<file path="src/rtl/score_digit_encoder.sv">
// Score accumulator (0..SCORE_MAX) with an iterative double-dabble binary-to-BCD converter.
// Optional feature: define SCORE_LEADING_BLANK_EN to blank leading zero digits (value 15).
module score_digit_encoder #(
  parameter int unsigned SCORE_MAX  = 999,
  parameter int unsigned STEP_BASE  = 0,
  parameter int unsigned STEP_PITCH = 4
) (
  input  logic       clk,
  input  logic       resetn,
  input  logic       clr,
  input  logic       add_en,
  input  logic [3:0] add_val,
  output logic [9:0] score,
  output logic [9:0] digit1,
  output logic [9:0] digit2,
  output logic [9:0] digit3,
  output logic [9:0] step1,
  output logic [9:0] step2,
  output logic [9:0] step3,
  output logic       busy,
  output logic       digits_upd
);

  typedef enum logic [1:0] {
    ST_IDLE   = 2'd0,
    ST_SHIFT  = 2'd1,
    ST_COMMIT = 2'd2
  } state_e;

  // Three BCD nibbles cannot represent more than 999, so the ceiling is clamped there.
  localparam int unsigned SCORE_CEIL = (SCORE_MAX > 999) ? 999 : SCORE_MAX;
  localparam logic [10:0] CEIL_EXT   = 11'(SCORE_CEIL);
  localparam logic [3:0]  LAST_SHIFT = 4'd9;
  localparam logic [3:0]  DIGIT_BLANK = 4'd15;

`ifdef SCORE_LEADING_BLANK_EN
  localparam logic [3:0] RST_HUNDREDS = DIGIT_BLANK;
  localparam logic [3:0] RST_TENS     = DIGIT_BLANK;
`else
  localparam logic [3:0] RST_HUNDREDS = 4'd0;
  localparam logic [3:0] RST_TENS     = 4'd0;
`endif

  // Add-3 correction applied to every nibble that is 5 or more before each shift.
  function automatic logic [11:0] dabble_adjust(input logic [11:0] bcd);
    logic [11:0] res;
    res = bcd;
    for (int i = 0; i < 3; i++) begin
      if (res[i*4 +: 4] >= 4'd5) res[i*4 +: 4] = res[i*4 +: 4] + 4'd3;
    end
    return res;
  endfunction

  state_e      state_q, state_d;
  logic [9:0]  score_q, score_d;
  logic        dirty_q, dirty_d;
  logic [9:0]  bin_q, bin_d;
  logic [11:0] bcd_q, bcd_d;
  logic [3:0]  cnt_q, cnt_d;
  logic [3:0]  hund_q, hund_d;
  logic [3:0]  tens_q, tens_d;
  logic [3:0]  ones_q, ones_d;
  logic        upd_q, upd_d;

  logic [10:0] sum_ext;
  logic        score_chg;
  logic [11:0] bcd_adj;
  logic [3:0]  hund_raw, tens_raw;

  // Score update: the sum is formed at 11 bits so 999+15 cannot wrap before the clamp.
  always_comb begin
    sum_ext = {1'b0, score_q} + {7'b0, add_val};
    score_d = score_q;
    if (clr) begin
      score_d = '0;
    end else if (add_en) begin
      score_d = (sum_ext > CEIL_EXT) ? CEIL_EXT[9:0] : sum_ext[9:0];
    end
    score_chg = (score_d != score_q);
  end

  // Converter FSM: next state and datapath.
  // NOTE: every signal written here gets a default first, so no path leaves one unassigned
  // and no latch is inferred.
  always_comb begin
    state_d  = state_q;
    dirty_d  = dirty_q;
    bin_d    = bin_q;
    bcd_d    = bcd_q;
    cnt_d    = cnt_q;
    hund_d   = hund_q;
    tens_d   = tens_q;
    ones_d   = ones_q;
    upd_d    = 1'b0;
    bcd_adj  = dabble_adjust(bcd_q);
    hund_raw = bcd_q[11:8];
    tens_raw = bcd_q[7:4];

    unique case (state_q)
      ST_IDLE: begin
        if (dirty_q) begin
          state_d = ST_SHIFT;
          bin_d   = score_q;
          bcd_d   = '0;
          cnt_d   = '0;
          dirty_d = 1'b0;
        end
      end
      ST_SHIFT: begin
        bcd_d = {bcd_adj[10:0], bin_q[9]};
        bin_d = {bin_q[8:0], 1'b0};
        cnt_d = cnt_q + 4'd1;
        if (cnt_q == LAST_SHIFT) state_d = ST_COMMIT;
      end
      ST_COMMIT: begin
`ifdef SCORE_LEADING_BLANK_EN
        hund_d = (hund_raw == 4'd0) ? DIGIT_BLANK : hund_raw;
        tens_d = (hund_raw == 4'd0 && tens_raw == 4'd0) ? DIGIT_BLANK : tens_raw;
`else
        hund_d = hund_raw;
        tens_d = tens_raw;
`endif
        ones_d  = bcd_q[3:0];
        upd_d   = 1'b1;
        state_d = ST_IDLE;
      end
      default: state_d = ST_IDLE;
    endcase

    // A change arriving mid-conversion (or on the load edge) queues exactly one re-run.
    if (score_chg) dirty_d = 1'b1;
  end

  // NOTE: state uses non-blocking assignments so every flop samples pre-edge values;
  // the shift/BCD registers are reset too, keeping the block free of X after reset.
  always_ff @(posedge clk or negedge resetn) begin
    if (!resetn) begin
      state_q <= ST_IDLE;
      score_q <= '0;
      dirty_q <= 1'b0;
      bin_q   <= '0;
      bcd_q   <= '0;
      cnt_q   <= '0;
      hund_q  <= RST_HUNDREDS;
      tens_q  <= RST_TENS;
      ones_q  <= 4'd0;
      upd_q   <= 1'b0;
    end else begin
      state_q <= state_d;
      score_q <= score_d;
      dirty_q <= dirty_d;
      bin_q   <= bin_d;
      bcd_q   <= bcd_d;
      cnt_q   <= cnt_d;
      hund_q  <= hund_d;
      tens_q  <= tens_d;
      ones_q  <= ones_d;
      upd_q   <= upd_d;
    end
  end

  assign score      = score_q;
  assign digit1     = {6'b0, hund_q};
  assign digit2     = {6'b0, tens_q};
  assign digit3     = {6'b0, ones_q};
  assign step1      = 10'(STEP_BASE);
  assign step2      = 10'(STEP_BASE + STEP_PITCH);
  assign step3      = 10'(STEP_BASE + 2 * STEP_PITCH);
  assign busy       = (state_q != ST_IDLE);
  assign digits_upd = upd_q;

endmodule

</file>
<file path="config.mk">
export PLATFORM = sky130hd
export DESIGN_NAME = score_digit_encoder
export DESIGN_NICKNAME = d
export VERILOG_FILES = /design/src/rtl/score_digit_encoder.sv
export SDC_FILE = /design/constraint.sdc
export NUM_CORES = 1
export LEC_CHECK = 0
export BUFFER_PORTS_ARGS = -buffer_cell sky130_fd_sc_hd__buf_4
export CORE_UTILIZATION = 45
export DETAILED_ROUTE_END_ITERATION = 8
export GPL_ROUTABILITY_DRIVEN = 1
export PLACE_DENSITY = 0.72
export SLEW_MARGIN = 20
export SYNTH_ARGS = -nofsm -noshare
export SYNTH_HDL_FRONTEND = slang
export SYNTH_SLANG_ARGS = --single-unit
export TNS_END_PERCENT = 5
</file>
<file path="constraint.sdc">
create_clock -name clk -period 2.7 [get_ports clk]
set_clock_uncertainty 0.15 [all_clocks]
set_input_delay 0.54 -clock clk [delete_from_list [all_inputs] [get_ports clk]]
set_output_delay 0.54 -clock clk [all_outputs]
set_load 0.03 [all_outputs]
</file>
==> flow_summary.ini <==
[power]
clockPowerShare = 0.147
leakage_nw = 1.69
p_seq_frac = 0.407
ir_worst_vdd_uv = 259
p_total_mw = 2.96
switching_share = 0.427
pwr-share-comb = 0.446
powerDensity_mw_per_mm2 = 846
p_int_mw = 1.69
p_sw_mw = 1.26

[yosys]
postSynthAreaPerCell_um2 = 9.43
syn_inst = 345
synth_ff_type = dfrtp_1
yosys_warnings = 0
synthArstFlopShare = 1.00
yosys.cell_types.count = 60
syn-cell-area_mm2 = 0.00325
synth_edf_count = 0
yosysSeqAreaShare = 0.400
ys_ff_latch = 52

[clock_network]
cts_tree = done
root_buffer = clkbuf_8
clockBufferDepth = 2
clkTransAtPathRegs_ps = 90
cts-hold-fix-buffers = 0
cts_max_level = 2
postCtsSetupBuffers = 0
clk_latency_ps = 310
cts_buffers = 5
cts.sinks = 52

[detailed_routing]
vias_per_cell = 5.00
wl_per_cell_um = 12.7
via_count = 2360
dr.pass1.iters = 4
drc = 0
wl_met2_mm = 2.83
wl_met1_mm = 2.85
wl_met3_um = 221
drt_iter0_drc = 130
wirelength_mm = 6.00
antenna_left = 0
top_layer = met4

[grt]
globalRoute.totalOverflow = 0
track_usage = 0.164
first_global_vias = 2039
grt_antenna_before_repair = 0
grt_pass1_wl_mm = 9.68
grt_max_degree = 53

[finish]
stdcell_count = 472
layout_common_cells = 51 x dfrtp_1, 48 x conb_1, 42 x nand2_1, 42 x buf_4, 18 x inv_1
drive_gt1_frac = 0.191
area_growth_pct = 7.54
diodes = 0
final_common_cell = dfrtp_1
final_nets = 396
fillers = 644

[die]
core.rowCount = 30
core_area_mm2 = 0.00687
die_h_um = 87.0
die-area_mm2 = 0.00757
start_util = 0.473
fp.dieW_um = 87.0
io_pins = 80

[setup_path]
crit_fanout = 4
crit_type = reg -> reg
endpoint_kind = flip-flop
crit_path_start_kind = flip-flop
critical_path_arrival_ps = 2570
required_ps = 2750

[sta]
relSlewSlack = 0.505
post-route-period-util = 0.936
fmaxAchievable_mhz = 396
finalSetupViolCount = 0
tightest_slew_ps = 743
slew_violations = 0
worst_slack_ps = 172
finalCriticalPeriod_ps = 2530
finalHoldViolations = 0
rsz0062_at_grt = false

[place]
hpwlAfterDp_mm = 4.38
post-place-ws_ps = -175
portBuffers = 31
place_congestion = 0.842
placed_cells = 464

[worst_hold_path]
hp-class = in -> async

[flow_run]
cap_violations = 0

[run_status]
outcome = finished, final reports clean
cells by family (layout without fill, tap and decap cells):
family	count (synthesis)	in the layout	synth area share
adder cells (fa/ha/maj)	13	13	0.0523
flip-flops	52	52	0.400
AND/OR/NAND/NOR	97	97	0.143
AO/OA/AOI/OAI	82	82	0.191
multiplexers	8	8	0.0269
XOR/XNOR	7	7	0.0189
other	2	48	0.00231
buffers and inverters	84	69	0.165
state kept, by name, indices dropped and copies added, names as in the netlist:
register,flops
bcd_q,12
bin_q,10
cnt_q,4
digits_upd,1
dirty_q,1
hund_q,4
ones_q,4
score,10
state_q,2
tens_q,4
path summary, 6_finish.rpt:
path | start | endpoint | slack (ps) | depth (start not counted)
worst max register to register | score[0] | score[3] | 170 | 10
worst min register to register | bin_q[9] | bcd_q[0] | 330 | 2
min in group clk | bin_q[9] | bcd_q[0] | 330 | 2
worst max-delay path | score[0] | score[3] | 170 | 10
worst min-delay path | resetn | score[8] | 100 | 1
max in group asynchronous | resetn | score[0] | 1830 | 1
through the flow:
stage	TNS, ps	area (um2)	hold WS [ps]	utilization
global route	0	3500	151	0.509
finish	0	3500	97.2	0.509
global placement	-299	3410	308	0.496
floorplan	0	3440	94.4	-
CTS	0	3490	124	0.509
detailed placement	-673	3410	313	0.496
final cells by class:
type / count / area [um2] / share of cell area
multi-input combinational: 255 / 1600 / 0.458
timing repair buffer: 42 / 315 / 0.0902
clock inverter: 3 / 18.8 / 0.00537
clock buffer: 5 / 68.8 / 0.0197
tap: 96 / 120 / 0.0343
sequential: 52 / 1300 / 0.372
inverter: 19 / 71.3 / 0.0204
Yosys cell counts, types with 3 or more instances:
library cell  instances  area, um2
buf_4                49        368
a211o_1               3       26.3
nor3_1                3       15.0
a32o_1                4       40.0
inv_1                18       67.6
dfrtp_1              52       1300
nor2_1               16       60.1
a22oi_1               8       60.1
a211oi_2              3       37.5
o21ai_1              15       75.1
a31oi_1               3       18.8
nand3_1              16       80.1
clkbuf_1             10       37.5
o21ai_0               8       40.0
xnor2_1               4       35.0
nand2b_1              5       31.3
a21oi_1              10       50.1
xor2_1                3       26.3
mux2_2                5       56.3
ha_1                 12        150
o31ai_1               4       30.0
nand2_1              42        158
critical path, cell delays in order, from the launching register on:
cell,delay (ps)
dfrtp_2,390
ha_4,130
inv_1,50
fa_2,370
nand2b_2,210
a2111oi_4,280
nand3_1,130
a21oi_2,190
o311ai_4,140
nor2b_4,190
a32o_1,200
metal layers:
metal | global-route usage | up-vias
li1 | - | 1172
met1 | 0.228 | 1123
met2 | 0.258 | 57
met3 | 0.0265 | 8
met4 | 0.0621 | 0
met5 | 0 | -
power by group through the flow:
stage               logic (mW)  clock network, mW  registers (mW)
global placement          1.30                  0            1.21
detailed placement        1.32                  0            1.22
global route              1.49              0.478            1.24
CTS                       1.33              0.453            1.20
floorplan                0.942                  0            1.31
finish                    1.32              0.436            1.20
timing repair:
item                       in CTS  in global routing
setup endpoints to repair       0                  2
hold endpoints to repair        0                  0
resized for setup               0                  1
Note: power is estimated with default switching activity, not from simulation.
